===== config.mk =====
export PLATFORM = sky130hd
export DESIGN_NAME = instr_fetch_unit_flat
export DESIGN_NICKNAME = d
export VERILOG_FILES = /design/src/rtl/riscv_pkg.sv /design/src/rtl/instr_fetch_unit_if.sv /design/src/rtl/instr_fetch_unit_fifo.sv /design/src/rtl/instr_fetch_unit.sv /design/src/flat_wrapper.sv
export SDC_FILE = /design/constraint.sdc
export NUM_CORES = 1
export LEC_CHECK = 0
export ABC_AREA = 1
export CAP_MARGIN = 10
export CORE_ASPECT_RATIO = 1.1
export CORE_UTILIZATION = 40
export CTS_CLUSTER_SIZE = 8
export DETAILED_ROUTE_END_ITERATION = 7
export SLEW_MARGIN = 10
export SYNTH_ARGS = -nofsm -noshare
export SYNTH_HDL_FRONTEND = slang
export SYNTH_SLANG_ARGS = --single-unit

===== constraint.sdc =====
create_clock -name clk -period 7.4 [get_ports clk]
set_clock_uncertainty 0.2 [all_clocks]
set_input_delay 2.22 -clock clk [delete_from_list [all_inputs] [get_ports clk]]
set_output_delay 2.22 -clock clk [all_outputs]
set_load 0.02 [all_outputs]

===== src/rtl/riscv_pkg.sv =====
// Shared RISC-V constants for the fetch slice.
//   XLEN      : default address/data width
//   RESET_PC  : default first fetch address after reset
//   opcode_t  : base-ISA major opcodes as seen in instr[6:0]
//   wordAlign : clears the two byte-offset bits of an address
package riscv_pkg;

    localparam int XLEN = 32;
    localparam logic [XLEN-1:0] RESET_PC = 32'h0000_0000;

    typedef enum logic [6:0] {
        OP_LOAD   = 7'b0000011,
        OP_FENCE  = 7'b0001111,
        OP_IMM    = 7'b0010011,
        OP_AUIPC  = 7'b0010111,
        OP_STORE  = 7'b0100011,
        OP_R      = 7'b0110011,
        OP_LUI    = 7'b0110111,
        OP_BRANCH = 7'b1100011,
        OP_JALR   = 7'b1100111,
        OP_JAL    = 7'b1101111,
        OP_SYSTEM = 7'b1110011
    } opcode_t;

    function automatic logic [XLEN-1:0] wordAlign(input logic [XLEN-1:0] addr);
        return {addr[XLEN-1:2], 2'b00};
    endfunction

endpackage


===== src/rtl/instr_fetch_unit_if.sv =====
// Instruction-memory bus between the fetch unit (master) and memory (slave).
//   imemReqValid / imemReqReady : request handshake
//   imemAddr                    : word-aligned request address
//   imemRspValid / imemRspData  : in-order response, no backpressure
interface instr_fetch_unit_if #(
    parameter int XLEN = riscv_pkg::XLEN
);
    logic            imemReqValid;
    logic            imemReqReady;
    logic [XLEN-1:0] imemAddr;
    logic            imemRspValid;
    logic [31:0]     imemRspData;

    modport master (
        output imemReqValid, imemAddr,
        input  imemReqReady, imemRspValid, imemRspData
    );

    modport slave (
        input  imemReqValid, imemAddr,
        output imemReqReady, imemRspValid, imemRspData
    );
endinterface


===== src/rtl/instr_fetch_unit_fifo.sv =====
// fetch_fifo: synchronous FIFO of {pc, instr} pairs feeding decode.
//   pushValid/pushPc/pushInstr : write port (push on a full FIFO only with a pop)
//   popReady                   : consume head when headValid
//   headValid/headPc/headInstr : head entry, combinational from storage
//   flush                      : empties the FIFO at the next edge
//   count                      : current occupancy
module fetch_fifo #(
    parameter int XLEN  = 32,
    parameter int DEPTH = 2,
    localparam int CNT_W = $clog2(DEPTH + 1)
) (
    input  logic             clk,
    input  logic             rst,
    input  logic             flush,
    input  logic             pushValid,
    input  logic [XLEN-1:0]  pushPc,
    input  logic [31:0]      pushInstr,
    input  logic             popReady,
    output logic             headValid,
    output logic [XLEN-1:0]  headPc,
    output logic [31:0]      headInstr,
    output logic [CNT_W-1:0] count
);
    localparam int PTR_W = (DEPTH > 1) ? $clog2(DEPTH) : 1;

    typedef struct packed {
        logic [XLEN-1:0] pc;
        logic [31:0]     instr;
    } entry_t;

    entry_t           storage [DEPTH];
    logic [PTR_W-1:0] wrPtr;
    logic [PTR_W-1:0] rdPtr;
    logic             full;
    logic             doPush;
    logic             doPop;

    // Pointer increment that also works for non-power-of-two depths.
    function automatic logic [PTR_W-1:0] bump(input logic [PTR_W-1:0] p);
        return (p == PTR_W'(DEPTH - 1)) ? '0 : p + PTR_W'(1);
    endfunction

    assign full      = (count == CNT_W'(DEPTH));
    assign headValid = (count != '0);
    assign doPop     = headValid && popReady;
    assign doPush    = pushValid && (!full || doPop);
    assign headPc    = storage[rdPtr].pc;
    assign headInstr = storage[rdPtr].instr;

    // NOTE: state is updated with <= so every register samples the pre-edge values.
    always_ff @(posedge clk) begin
        if (rst || flush) begin
            wrPtr <= '0;
            rdPtr <= '0;
            count <= '0;
        end else begin
            if (doPush) wrPtr <= bump(wrPtr);
            if (doPop)  rdPtr <= bump(rdPtr);
            count <= count + CNT_W'(doPush) - CNT_W'(doPop);
        end
    end

    // NOTE: storage is deliberately not reset; count gates every read of it.
    always_ff @(posedge clk) begin
        if (doPush && !flush) storage[wrPtr] <= '{pc: pushPc, instr: pushInstr};
    end

endmodule


===== src/rtl/instr_fetch_unit.sv =====
// instr_fetch_unit: owns the PC, issues word fetches over imem, buffers the
// in-order responses and presents them to decode. A pcSrc redirect flushes
// buffered entries and drops every response still owed to the old stream.
//   clk, rst                     : clock, synchronous active-high reset
//   imem (master)                : instruction-memory request/response bus
//   instrValid/instrReady        : decode handshake for the FIFO head
//   instr, pcOut                 : head instruction word and its address
//   op, funct3, funct7           : decode fields of instr
//   pcSrc, pcTarget              : one-cycle redirect from execute
//   addrMisaligned               : pulse when a redirect target is not word aligned
module instr_fetch_unit #(
    parameter int              XLEN       = riscv_pkg::XLEN,
    parameter logic [XLEN-1:0] RESET_PC   = riscv_pkg::RESET_PC,
    parameter int              FIFO_DEPTH = 2
) (
    input  logic                      clk,
    input  logic                      rst,
    instr_fetch_unit_if.master        imem,
    output logic                      instrValid,
    input  logic                      instrReady,
    output logic [31:0]               instr,
    output logic [XLEN-1:0]           pcOut,
    output logic [6:0]                op,
    output logic [2:0]                funct3,
    output logic [6:0]                funct7,
    input  logic                      pcSrc,
    input  logic [XLEN-1:0]           pcTarget,
    output logic                      addrMisaligned
);
    localparam int CNT_W = $clog2(FIFO_DEPTH + 1);

    logic [XLEN-1:0]  fetchPc;     // next address to raise a request for
    logic [XLEN-1:0]  rspPc;       // address of the next response kept for decode
    logic [XLEN-1:0]  heldAddr;    // address of a request waiting for imemReqReady
    logic             reqHeld;
    logic [CNT_W-1:0] outstanding; // accepted requests not yet answered
    logic [CNT_W-1:0] dropCnt;     // stale responses still to be discarded
    logic [CNT_W-1:0] fifoCount;

    logic             canIssue;
    logic             reqFire;
    logic             rspLive;
    logic             rspDrop;
    logic             rspPush;
    logic             popFire;
    logic [CNT_W:0]   inFlight;
    logic [XLEN-1:0]  targetAligned;

    // NOTE: every always_comb output gets a default first so no latch is inferred.
    always_comb begin
        inFlight      = {1'b0, fifoCount} + {1'b0, outstanding};
        canIssue      = inFlight < (CNT_W + 1)'(FIFO_DEPTH);
        reqFire       = imem.imemReqValid && imem.imemReqReady;
        // Replies arriving with nothing outstanding belong to a pre-reset stream.
        rspLive       = imem.imemRspValid && (outstanding != '0);
        // A reply in the redirect cycle still belongs to the old stream.
        rspDrop       = rspLive && ((dropCnt != '0) || pcSrc);
        rspPush       = rspLive && !rspDrop;
        popFire       = instrValid && instrReady;
        targetAligned = riscv_pkg::wordAlign(pcTarget);
    end

    assign imem.imemReqValid = !rst && (reqHeld || canIssue);
    assign imem.imemAddr     = reqHeld ? heldAddr : fetchPc;
    assign addrMisaligned    = !rst && pcSrc && (pcTarget[1:0] != 2'b00);

    always_ff @(posedge clk) begin
        if (rst) begin
            fetchPc     <= RESET_PC;
            rspPc       <= RESET_PC;
            heldAddr    <= RESET_PC;
            reqHeld     <= 1'b0;
            outstanding <= '0;
            dropCnt     <= '0;
        end else begin
            reqHeld <= imem.imemReqValid && !imem.imemReqReady;
            if (!reqHeld) heldAddr <= fetchPc;

            if (pcSrc) begin
                fetchPc <= targetAligned;
                rspPc   <= targetAligned;
                // Everything in flight after this edge, plus a request raised
                // now (accepted or held), answers for the old stream.
                dropCnt <= outstanding - CNT_W'(rspLive) + CNT_W'(imem.imemReqValid);
            end else begin
                // fetchPc moves on as soon as a request is raised; a held
                // request keeps its own copy of the address in heldAddr.
                if (imem.imemReqValid && !reqHeld) fetchPc <= fetchPc + XLEN'(4);
                if (rspPush) rspPc <= rspPc + XLEN'(4);
                if (rspDrop) dropCnt <= dropCnt - CNT_W'(1);
            end

            outstanding <= outstanding + CNT_W'(reqFire) - CNT_W'(rspLive);
        end
    end

    fetch_fifo #(
        .XLEN  (XLEN),
        .DEPTH (FIFO_DEPTH)
    ) u_fifo (
        .clk       (clk),
        .rst       (rst),
        .flush     (pcSrc),
        .pushValid (rspPush),
        .pushPc    (rspPc),
        .pushInstr (imem.imemRspData),
        .popReady  (instrReady),
        .headValid (instrValid),
        .headPc    (pcOut),
        .headInstr (instr),
        .count     (fifoCount)
    );

    assign op     = instr[6:0];
    assign funct3 = instr[14:12];
    assign funct7 = instr[31:25];

endmodule


===== src/flat_wrapper.sv =====
// flat-port wrapper written by rule: the top's interface ports become plain ports
module instr_fetch_unit_flat 
#(
    parameter int              XLEN       = riscv_pkg::XLEN,
    parameter logic [XLEN-1:0] RESET_PC   = riscv_pkg::RESET_PC,
    parameter int              FIFO_DEPTH = 2
)
  (clk, rst, instrValid, instrReady, instr, pcOut, op, funct3, funct7, pcSrc, pcTarget, addrMisaligned, imem_imemReqValid, imem_imemAddr, imem_imemReqReady, imem_imemRspValid, imem_imemRspData);
  instr_fetch_unit_if #(.XLEN(XLEN)) imem_i ();
  input  logic clk;
  input  logic rst;
  output logic instrValid;
  input  logic instrReady;
  output logic [31:0] instr;
  output logic [XLEN-1:0] pcOut;
  output logic [6:0] op;
  output logic [2:0] funct3;
  output logic [6:0] funct7;
  input  logic pcSrc;
  input  logic [XLEN-1:0] pcTarget;
  output logic addrMisaligned;
  output wire logic [$bits(imem_i.imemReqValid)-1:0] imem_imemReqValid;
  output wire logic [$bits(imem_i.imemAddr)-1:0] imem_imemAddr;
  input wire logic [$bits(imem_i.imemReqReady)-1:0] imem_imemReqReady;
  input wire logic [$bits(imem_i.imemRspValid)-1:0] imem_imemRspValid;
  input wire logic [$bits(imem_i.imemRspData)-1:0] imem_imemRspData;
  assign imem_imemReqValid = imem_i.imemReqValid;
  assign imem_imemAddr = imem_i.imemAddr;
  assign imem_i.imemReqReady = imem_imemReqReady;
  assign imem_i.imemRspValid = imem_imemRspValid;
  assign imem_i.imemRspData = imem_imemRspData;
  instr_fetch_unit #(.XLEN(XLEN), .RESET_PC(RESET_PC), .FIFO_DEPTH(FIFO_DEPTH)) u_core (.clk(clk), .rst(rst), .imem(imem_i), .instrValid(instrValid), .instrReady(instrReady), .instr(instr), .pcOut(pcOut), .op(op), .funct3(funct3), .funct7(funct7), .pcSrc(pcSrc), .pcTarget(pcTarget), .addrMisaligned(addrMisaligned));
endmodule

==> flow_summary_export.csv, run 1 <==
group,metric,value,unit
power_and_ir_drop,switchingPower,0.0009849,W
sta,finalHoldViolations,0,
critical_path,endpoint_kind,"output pin",
critical_path,arrival,3.73,ns
sta,final-max-slew-violation-count,0,
detailed_routing,first_iter_violations,564,
hold_path,min_path_type,"reg -> reg",
logic_synthesis,seq_area_frac_synth,53.95,%
power_and_ir_drop,clockPowerShare,39.4,%
hold_path,whs_endpoint,"u_core.heldAddr[0]",
logic_synthesis,synth-async-reset-ratio,0,%
power_and_ir_drop,internal_power,0.002572,W
floorplan,fp.dieH,173.4,um
detailed_routing,wl_met3,1786,um
critical_path,crit_path_max_incr_delay,0.60,ns
cts,cts_tree,"done",
critical_path,crit_buf_inv,3,
layout,drive_gt1_share,12.19,%
global_route,grt.total_usage,19.94,%
power_and_ir_drop,power_leakage,5.102,nW
critical_path,reg2regPathDepth,7,
placement,place_congestion,0.9243,
logic_synthesis,synthesis.area,10690,um^2
sta,setup_viol,0,
layout,nets,1423,
global_route,antenna_found_initial,0,
cts,cts_sinks,226,
floorplan,die_width,157.8,um
floorplan,rows,62,
layout,diodes,0,
logic_synthesis,ys.warnings.count,0,
status,outcome,"completed",
sta,finalCriticalPeriod,6.154,ns
detailed_routing,drc,0,
logic_synthesis,synthFlopType,"edfxtp_1",
critical_path,worstSetupPathType,"in -> out",
global_route,grt_pass1_vias,7977,
critical_path,crit_chain,"clkdlybuf4s50_1, nand2_1, buf_4, nor2_1, clkdlybuf4s50_1",
detailed_routing,via_count,8481,
power_and_ir_drop,p_sw_share,27.69,%
cts,cts.htree.levels,2,
power_and_ir_drop,pwr-share-comb,17.5,%
cts,cts-root-buf,"clkbuf_16",
logic_synthesis,yosysTopAreaCellShare,34.84,%
logic_synthesis,yosysTopAreaCell,"edfxtp_1",
cts,hold_buffers,0,
critical_path,worstPathMaxFanout,11,
cts,post-cts-setup-buffer-count,0,
cts,cts_resized,0,
floorplan,die_area,27380,um^2
logic_synthesis,syn_inst,1175,
cts,clock_path_buffers,3,
layout,stdcell_count,1714,
power_and_ir_drop,ir_drop,0.1725,mV
hold_path,hold_path_depth,2,
detailed_routing,drt_wl_total,27440,um
cts,clk_latency,0.51,ns
placement,placed_cells,1659,
cts,numCtsBuffers,34,
critical_path,cpMostUsedCell,"clkdlybuf4s50_1",
critical_path,critical-path-top-delay-family,"buffers and inverters",
detailed_routing,wire_per_inst,16.01,um
critical_path,crit_slowest_cell,"clkdlybuf4s50_1",
floorplan,start_util,40.88,%
logic_synthesis,avgSynthCellArea,9.095,um^2
detailed_routing,postRouteAntennaNets,0,
global_route,grt_overflow,0,
placement,port_buffers,183,
critical_path,r2r_start,"u_core.dropCnt[0]",
critical_path,setup.worst_path.start_class,"input pin",
placement,dp_hpwl,19320,um
sta,finalSetupTns,0,ns
cts,cts.clk_slew.worst_paths,0.05,ns
layout,area_delta_synth_final,27.85,%
critical_path,regToRegSetupSlack,4.26,ns
sta,rsz0062_at_grt,"no",
detailed_routing,wl_met1,11450,um
detailed_routing,wl_met2,13390,um
sta,worstMarginPinSlew,0.9507,ns
critical_path,r2r_end,"u_core.u_fifo.storage[0][58]",
sta,hold-worst-slack,0.2468,ns
floorplan,pin_count,186,
power_and_ir_drop,power_frac_seq,43.1,%
sta,min_period_over_period,83.16,%
detailed_routing,first_pass_iters,5,
detailed_routing,viasPerCell,4.948,
floorplan,core,26140,um^2
logic_synthesis,ys_ff_latch,226,
critical_path,crit_required,4.98,ns
logic_synthesis,synth.area.top_cells,"edfxtp_1 (35%), dfxtp_1 (19%), nand2_1 (11%), mux2_2 (6.5%), a21oi_1 (4.3%)",
sta,relSlewSlack,36.62,%
flow_run,cap_violations,0,
global_route,grt_max_degree,58,
sta,timing.fmax,0.1625,GHz
logic_synthesis,synth_cell_types,40,
power_and_ir_drop,pwr_density_cell,260.3,nW/um^2
layout,finalCoreUtilization,52.26,%
hold_path,hold_start,"u_core.heldAddr[0]",
global_route,grt_pass1_wl,42440,um
logic_synthesis,synth_edf_count,124,
detailed_routing,highest_layer,"met4",
worst min-delay path, delay by kind of cell, from the launching register on:
kind             cells  cell delay [ns]
AND/OR/NAND/NOR      2             0.11
flip-flops           1             0.29
cell usage after synthesis, types with 8 or more instances:
cell / count
nand2_1: 307
edfxtp_1: 124
inv_1: 104
dfxtp_1: 102
a21oi_1: 92
nand3_1: 84
nor2_1: 82
mux2_2: 62
o21ai_0: 41
buf_4: 24
buf_2: 16
clkbuf_1: 16
nor2_4: 14
nand2_2: 10
ha_1: 9
o22ai_1: 9
o211ai_1: 8
state kept, by name, indices dropped and copies added, names as in the netlist, named ones only:
| register | flops |
|---|---|
| u_core.u_fifo.wrPtr | 1 |
| u_core.u_fifo.count | 2 |
| u_core.u_fifo.storage | 124 |
| u_core.heldAddr | 32 |
| u_core.u_fifo.rdPtr | 1 |
| u_core.fetchPc | 30 |
| u_core.outstanding | 2 |
| u_core.reqHeld | 1 |
| u_core.rspPc | 30 |
| u_core.dropCnt | 2 |
area by class of cell:
type	instances	area, um^2
multi-input combinational	776	4151
timing repair buffer	193	1902
inverter	112	422.9
clock inverter	3	40.04
sequential	226	5767
tap	352	440.4
clock buffer	52	939.7
fill	2450	12480
cell families after synthesis:
group / count (synthesis) / share of synthesized area [%]
AND/OR/NAND/NOR: 527 / 21.85
flip-flops: 226 / 53.95
buffers and inverters: 174 / 7.376
AO/OA/AOI/OAI: 168 / 8.442
multiplexers: 62 / 6.533
adder cells (fa/ha/maj): 10 / 1.241
XOR/XNOR: 7 / 0.5737
other: 1 / 0.03509
worst max path at each step:
stage / end / from / cells after the start / slack (ns)
global placement: addrMisaligned / pcSrc / 5 / 1.26
floorplan: u_core.u_fifo.storage[1][0] / pcSrc / 4 / 1.40
CTS: addrMisaligned / pcSrc / 5 / 1.23
detailed placement: addrMisaligned / pcSrc / 5 / 1.25
finish: addrMisaligned / pcSrc / 5 / 1.25
global route: addrMisaligned / pcSrc / 5 / 1.19
metrics by stage:
stage	cell area (um^2)	power, W	setup WS, ns
final	13660	0.003556	1.246
after global routing	13660	0.003724	1.190
after CTS	13660	0.003603	1.235
after detailed placement	12680	0.002179	1.251
after global placement	12680	0.002167	1.262
after floorplan	10690	0.001932	1.398
power by group through the flow:
stage | registers [W] | clock network, W | logic [W]
after floorplan | 0.00152 | 0 | 0.000408
after global placement | 0.00155 | 0 | 0.000615
after detailed placement | 0.00156 | 0 | 0.000624
after CTS | 0.00153 | 0.00144 | 0.000629
after global routing | 0.00154 | 0.00149 | 0.000686
final | 0.00153 | 0.00140 | 0.000621
cells in the final DEF, fill, tap and decap left out, types with 10 or more instances in the layout:
cell | Yosys | final
clkdlybuf4s50_1 | 0 | 182
nand2_2 | 10 | 10
edfxtp_1 | 124 | 124
a21oi_1 | 92 | 92
inv_1 | 104 | 104
clkbuf_16 | 0 | 35
clkbuf_1 | 16 | 17
mux2_2 | 62 | 62
buf_4 | 24 | 10
nand2_1 | 307 | 307
dfxtp_1 | 102 | 101
nor2_1 | 82 | 80
o21ai_0 | 41 | 41
nor2_4 | 14 | 16
nand3_1 | 84 | 84
layer usage:
| layer | track usage (%) | vias to the layer above |
|---|---|---|
| li1 | - | 4243 |
| met1 | 24.67 | 3931 |
| met2 | 33.61 | 255 |
| met3 | 4.325 | 52 |
| met4 | 7.646 | 0 |
| met5 | 0 | - |
Power figures use the tool's default switching activity.
==> run 2, diff against run 1 <==
Settings changed: PLACE_DENSITY from default to 0.66.
Clock period 7.4 ns to 5.2 ns, I/O delays scaled along.
==> run 2 against run 1 <==
Effect of this change:
- clock power up 44%
- largest power group unchanged
- flip-flop and latch count unchanged
- sequential power up 42%
- sequential share of layout area down 0.13 points
- routed wire length up 0.66%
- core utilization up 0.16 points
- worst setup slack worse by 0.64 ns
- register-to-register slack worse by 1.7 ns
- total power up 43%
- die area unchanged
- design area up 0.30%
==> flow_summary_export.csv, run 2 (same netlist as run 1, synthesis figures left out) <==
group,metric,value,unit
status,outcome,"completed",
sta,relSlewSlack,42.24,%
critical_path,crit_buf_inv,3,
detailed_routing,drc,0,
sta,worst_slack,0.6074,ns
global_route,grt.total_usage,20.20,%
layout,finalCoreUtilization,52.42,%
floorplan,die_width,157.8,um
cts,clock_path_buffers,3,
layout,nets,1424,
sta,hold-worst-slack,0.2435,ns
critical_path,endpoint_kind,"output pin",
power_and_ir_drop,ir_drop,0.1916,mV
layout,drive_gt1_share,12.32,%
sta,final-max-slew-violation-count,0,
sta,rsz0062_at_grt,"no",
layout,area_delta_synth_final,28.24,%
floorplan,rows,62,
global_route,grt_pass1_vias,8324,
cts,hold_buffers,0,
critical_path,worstSetupStartpoint,"rst",
floorplan,start_util,40.88,%
detailed_routing,via_count,8729,
cts,post-cts-setup-buffer-count,0,
detailed_routing,drt_wl_total,27620,um
layout,largest_register,"u_core.u_fifo.storage",
global_route,grt_max_degree,63,
placement,port_buffers,183,
detailed_routing,postRouteAntennaNets,0,
sta,timing.fmax,0.2177,GHz
sta,setup_viol,0,
cts,numCtsBuffers,34,
layout,stdcell_count,1716,
layout,largest_register_ffs,124,
floorplan,pin_count,186,
critical_path,critical-path-top-delay-family,"buffers and inverters",
sta,finalSetupTns,0,ns
power_and_ir_drop,power_leakage,5.119,nW
power_and_ir_drop,pwr_density_cell,371.5,nW/um^2
critical_path,worstSetupPathType,"in -> out",
detailed_routing,wire_per_inst,16.10,um
placement,dp_hpwl,18930,um
hold_path,min_path_type,"reg -> reg",
layout,final_cell_mix,"nand2_1 (307), clkdlybuf4s50_1 (181), edfxtp_1 (124)",
cts,clk_latency,0.51,ns
floorplan,core,26140,um^2
floorplan,fp.dieH,173.4,um
critical_path,crit_required,3.44,ns
critical_path,crit_chain,"buf_2, inv_2, nand2_1, nor2_1, clkdlybuf4s50_1",
placement,place_congestion,0.9126,
floorplan,die_area,27380,um^2
sta,min_period_over_period,88.32,%
layout,diodes,0,
cts,cts.htree.levels,2,
critical_path,setup.worst_path.start_class,"input pin",
cts,cts_tree,"done",
sta,worstMarginPinSlew,0.8632,ns
placement,dp_worst_setup_slack,0.5741,ns
detailed_routing,viasPerCell,5.087,
critical_path,r2r_start,"u_core.outstanding[1]",
critical_path,arrival,2.83,ns
cts,cts.clk_slew.worst_paths,0.04,ns
hold_path,hold_start,"u_core.heldAddr[1]",
global_route,grt_pass1_wl,43240,um
placement,placed_cells,1660,
layout,reg_top3,"u_core.u_fifo.storage x124, u_core.heldAddr x32",
cts,cts_resized,0,
critical_path,crit_path_max_incr_delay,0.61,ns
cts,cts-root-buf,"clkbuf_16",
cts,cts_sinks,226,
sta,finalCriticalPeriod,4.593,ns
global_route,antenna_found_initial,0,
detailed_routing,first_iter_violations,609,
detailed_routing,first_pass_iters,5,
sta,finalHoldViolations,0,
layout,final_common_cell,"nand2_1",
flow_run,cap_violations,0,
critical_path,worstPathMaxFanout,16,
global_route,grt_overflow,0,
critical_path,crit_slowest_cell,"clkdlybuf4s50_1",
run 2: cell types whose count changed in the layout (fill, tap and decap cells not counted), sizes merged:
cell           delta
clkinvlp          -1
clkbuf            +1
buf               +2
clkdlybuf4s50     -1
clkinv            +1
run 2: path summary, 6_finish.rpt:
| check | endpoint | slack [ns] | cells past startpoint |
|---|---|---|---|
| setup / recovery | addrMisaligned | 0.61 | 5 |
| hold / removal | u_core.heldAddr[1] | 0.24 | 2 |
| setup reg to reg | u_core.dropCnt[1] | 2.61 | 12 |
| hold reg to reg | u_core.heldAddr[1] | 0.24 | 2 |
run 2: layer usage:
layer	share of wire, %	GRT usage (%)
met2	48	33.50
met4	4.6	10.23
met5	0	0
met1	40	24.22
met3	8.0	4.775
run 2: layout make-up:
cell class | count | area, um^2
multi-input cells | 776 | 4151
clock buffers | 53 | 943.4
repair buffers | 194 | 1942
clock inverters | 3 | 37.54
flip-flops and latches | 226 | 5767
inverters | 112 | 422.9
well taps | 352 | 440.4
fillers | 2412 | 12440
run 2: power breakdown:
part / leakage, nW / internal [W] / switching, W
registers: 1.97 / 0.00205 / 0.000125
logic: 2.68 / 0.000378 / 0.000525
clock network: 0.470 / 0.00124 / 0.000769
run 2: metrics by stage:
step	cell area (um^2)	power, W
CTS	13700	0.005139
floorplan	10700	0.002747
finish	13700	0.005091
global placement	12720	0.003087
global route	13700	0.005322
detailed placement	12720	0.003112
run 2: tightest hold or removal path, cell delays in order (launching register included):
cell	delay [ns]
dfxtp_1	0.29
nand2_1	0.07
nor2_1	0.04
==> run 3, diff against run 2 <==
Settings changed: ABC_AREA 1 to default, CORE_MARGIN from default to 8, SKIP_LAST_GASP from default to 1.
==> run 3 against run 2 <==
Effect of this change:
- routed wire length fell by 21%
- clock power barely moved
- first-iteration DRC count fell by 52%
- worst hold slack improved by 0.074 ns
- area after synthesis fell by 7.7%
- total power fell by 5.3%
- design area fell by 6.1%
- synthesized cell count fell by 33%
- register-to-register slack got worse by 0.21 ns
- critical endpoint unchanged
- highest routed layer unchanged
==> flow_summary_export.csv, run 3 <==
group,metric,value,unit
flow_run,cap_violations,0,
global_route,grt.total_usage,14.27,%
sta,finalCriticalPeriod,4.655,ns
power_and_ir_drop,pwr-share-comb,14.9,%
power_and_ir_drop,p_sw_share,24.24,%
layout,area_delta_synth_final,30.45,%
layout,diodes,0,
floorplan,start_util,40.56,%
floorplan,rows,60,
power_and_ir_drop,switchingPower,0.001169,W
logic_synthesis,synthFlopType,"edfxtp_1",
logic_synthesis,seq_area_frac_synth,58.44,%
critical_path,arrival,2.89,ns
critical_path,reg2regPathDepth,7,
logic_synthesis,netlist_top_cells_count,"edfxtp_1 (124), dfxtp_1 (102), mux2_2 (88), xnor2_1 (46), inv_1 (40)",
hold_path,hold_path_depth,0,
layout,largest_register,"u_core.u_fifo.storage",
layout,reg_top3,"u_core.u_fifo.storage x124, u_core.heldAddr x32",
sta,finalHoldViolations,0,
cts,clk_latency,0.49,ns
global_route,grt_overflow,0,
critical_path,worstSetupStartpoint,"pcSrc",
global_route,antenna_found_initial,0,
global_route,grt_pass1_vias,6388,
sta,min_period_over_period,89.51,%
hold_path,min_path_type,"reg -> reg",
layout,final_common_cell,"clkdlybuf4s50_1",
placement,port_buffers,183,
logic_synthesis,ys.warnings.count,0,
cts,post-cts-setup-buffer-count,0,
sta,setup_viol,0,
cts,cts_resized,0,
critical_path,worstSetupPathType,"in -> out",
critical_path,endpoint_kind,"output pin",
cts,cts.htree.levels,2,
placement,place_congestion,0.8424,
critical_path,crit_required,3.44,ns
critical_path,setup.worst_path.start_class,"input pin",
power_and_ir_drop,ir_drop,0.1766,mV
layout,largest_register_ffs,124,
logic_synthesis,yosysTopAreaCellShare,37.74,%
power_and_ir_drop,pwr_density_cell,374.7,nW/um^2
sta,timing.fmax,0.2148,GHz
critical_path,worstPathMaxFanout,2,
layout,final_cell_mix,"clkdlybuf4s50_1 (182), edfxtp_1 (124), dfxtp_1 (101)",
cts,numCtsBuffers,34,
sta,relSlewSlack,49.72,%
cts,cts.clk_slew.worst_paths,0.05,ns
detailed_routing,drc,0,
logic_synthesis,ys_ff_latch,226,
layout,fillerInstances,2124,
status,outcome,"completed",
detailed_routing,viasPerCell,4.963,
critical_path,regToRegSetupSlack,2.40,ns
detailed_routing,first_pass_iters,4,
critical_path,r2r_end,"u_core.fetchPc[19]",
sta,rsz0062_at_grt,"no",
layout,stdcell_count,1281,
detailed_routing,first_iter_violations,291,
sta,final-max-slew-violation-count,0,
cts,clock_path_buffers,3,
cts,cts-root-buf,"clkbuf_16",
global_route,grt_pass1_wl,35240,um
logic_synthesis,synth_edf_count,124,
floorplan,pin_count,186,
logic_synthesis,synthesis.area,9866,um^2
power_and_ir_drop,internal_power,0.003653,W
critical_path,r2r_start,"u_core.outstanding[1]",
critical_path,crit_end,"addrMisaligned",
logic_synthesis,yosysTopAreaCell,"edfxtp_1",
floorplan,core,24320,um^2
floorplan,die_area,29950,um^2
power_and_ir_drop,power_leakage,4.480,nW
detailed_routing,wire_per_inst,17.13,um
floorplan,fp.dieH,180.7,um
layout,drive_gt1_share,16.79,%
layout,nets,1035,
logic_synthesis,avgSynthCellArea,12.58,um^2
logic_synthesis,yosysMostFrequentCell,"edfxtp_1",
cts,hold_buffers,0,
logic_synthesis,synth_cell_types,56,
power_and_ir_drop,power,0.004822,W
detailed_routing,drt_wl_total,21940,um
cts,cts_tree,"done",
detailed_routing,via_count,6357,
global_route,grt_max_degree,71,
detailed_routing,postRouteAntennaNets,0,
logic_synthesis,synth.area.top_cells,"edfxtp_1 (38%), dfxtp_1 (21%), mux2_2 (10%), xnor2_1 (4.1%), nor2b_1 (2.2%)",
logic_synthesis,synth-async-reset-ratio,0,%
floorplan,die_width,165.7,um
sta,worstMarginPinSlew,0.7543,ns
cts,cts_sinks,226,
placement,placed_cells,1229,
power_and_ir_drop,power_frac_seq,43.5,%
power_and_ir_drop,clockPowerShare,41.6,%
logic_synthesis,syn_inst,784,
placement,dp_hpwl,14990,um
==> run 3: worst min path at each step <==
stage	endpoint	slack, ns	from
2_1_floorplan	u_core.u_fifo.storage[0][63]	0.26	u_core.rspPc[31]
3_3_place_gp	u_core.u_fifo.storage[0][62]	0.29	u_core.rspPc[30]
3_5_place_dp	u_core.u_fifo.storage[1][62]	0.30	u_core.rspPc[30]
4_1_cts	u_core.u_fifo.storage[0][40]	0.30	u_core.rspPc[8]
5_1_grt	u_core.u_fifo.storage[0][40]	0.33	u_core.rspPc[8]
6_report	u_core.u_fifo.storage[1][62]	0.32	u_core.rspPc[30]
==> run 3: per-layer routing <==
layer  wire [um]  up-vias  GRT usage, %  share of wire (%)
li1            -     3132             -                  -
met1       10180     2990         18.86                 46
met3        1231       40         3.820                5.6
met4         486        0         4.978                2.2
met2       10040      195         22.20                 46
met5           0        -             0                  0
==> run 3: kinds of logic after synthesis <==
group / Yosys count / share of synthesized area (%)
XOR/XNOR: 58 / 5.149
buffers and inverters: 96 / 4.642
other: 1 / 0.03801
flip-flops: 226 / 58.44
adder cells (fa/ha/maj): 10 / 1.344
AO/OA/AOI/OAI: 110 / 7.533
AND/OR/NAND/NOR: 192 / 12.50
multiplexers: 91 / 10.35
==> run 3: power by group through the flow <==
stage / combinational [W] / sequential [W] / clock, W
finish: 0.000718 / 0.00210 / 0.00201
detailed placement: 0.000726 / 0.00213 / 0
global route: 0.000785 / 0.00211 / 0.00213
floorplan: 0.000455 / 0.00211 / 0
CTS: 0.000732 / 0.00210 / 0.00206
global placement: 0.000722 / 0.00213 / 0
==> run 3: cell type report <==
type	instances	area, um^2	area share, %
Clock inverter	1	8.758	0.06805
Timing Repair Buffer	190	1917	14.89
Tap cell	310	387.9	3.014
Sequential cell	226	5767	44.81
Inverter	40	150.1	1.167
Clock buffer	51	978.4	7.603
Multi-Input combinational cell	463	3661	28.45
==> run 3: through the flow <==
step	instance area, um^2	hold slack (ns)	utilization, %	setup WS (ns)	setup TNS (ns)
6_report	12870	0.3180	52.91	0.5455	0
5_1_grt	12870	0.3280	52.91	0.4505	0
4_1_cts	12870	0.3021	52.91	0.5325	0
3_5_place_dp	11880	0.2966	48.85	0.5291	0
3_3_place_gp	11880	0.2893	48.85	0.5260	0
2_1_floorplan	9869	0.2562	-	-0.09779	-12.13
==> run 3: critical path: stages <==
cell	delay, ns
clkdlybuf4s50_1	0.48
inv_1	0.06
nor3_1	0.17
clkdlybuf4s50_1	0.63
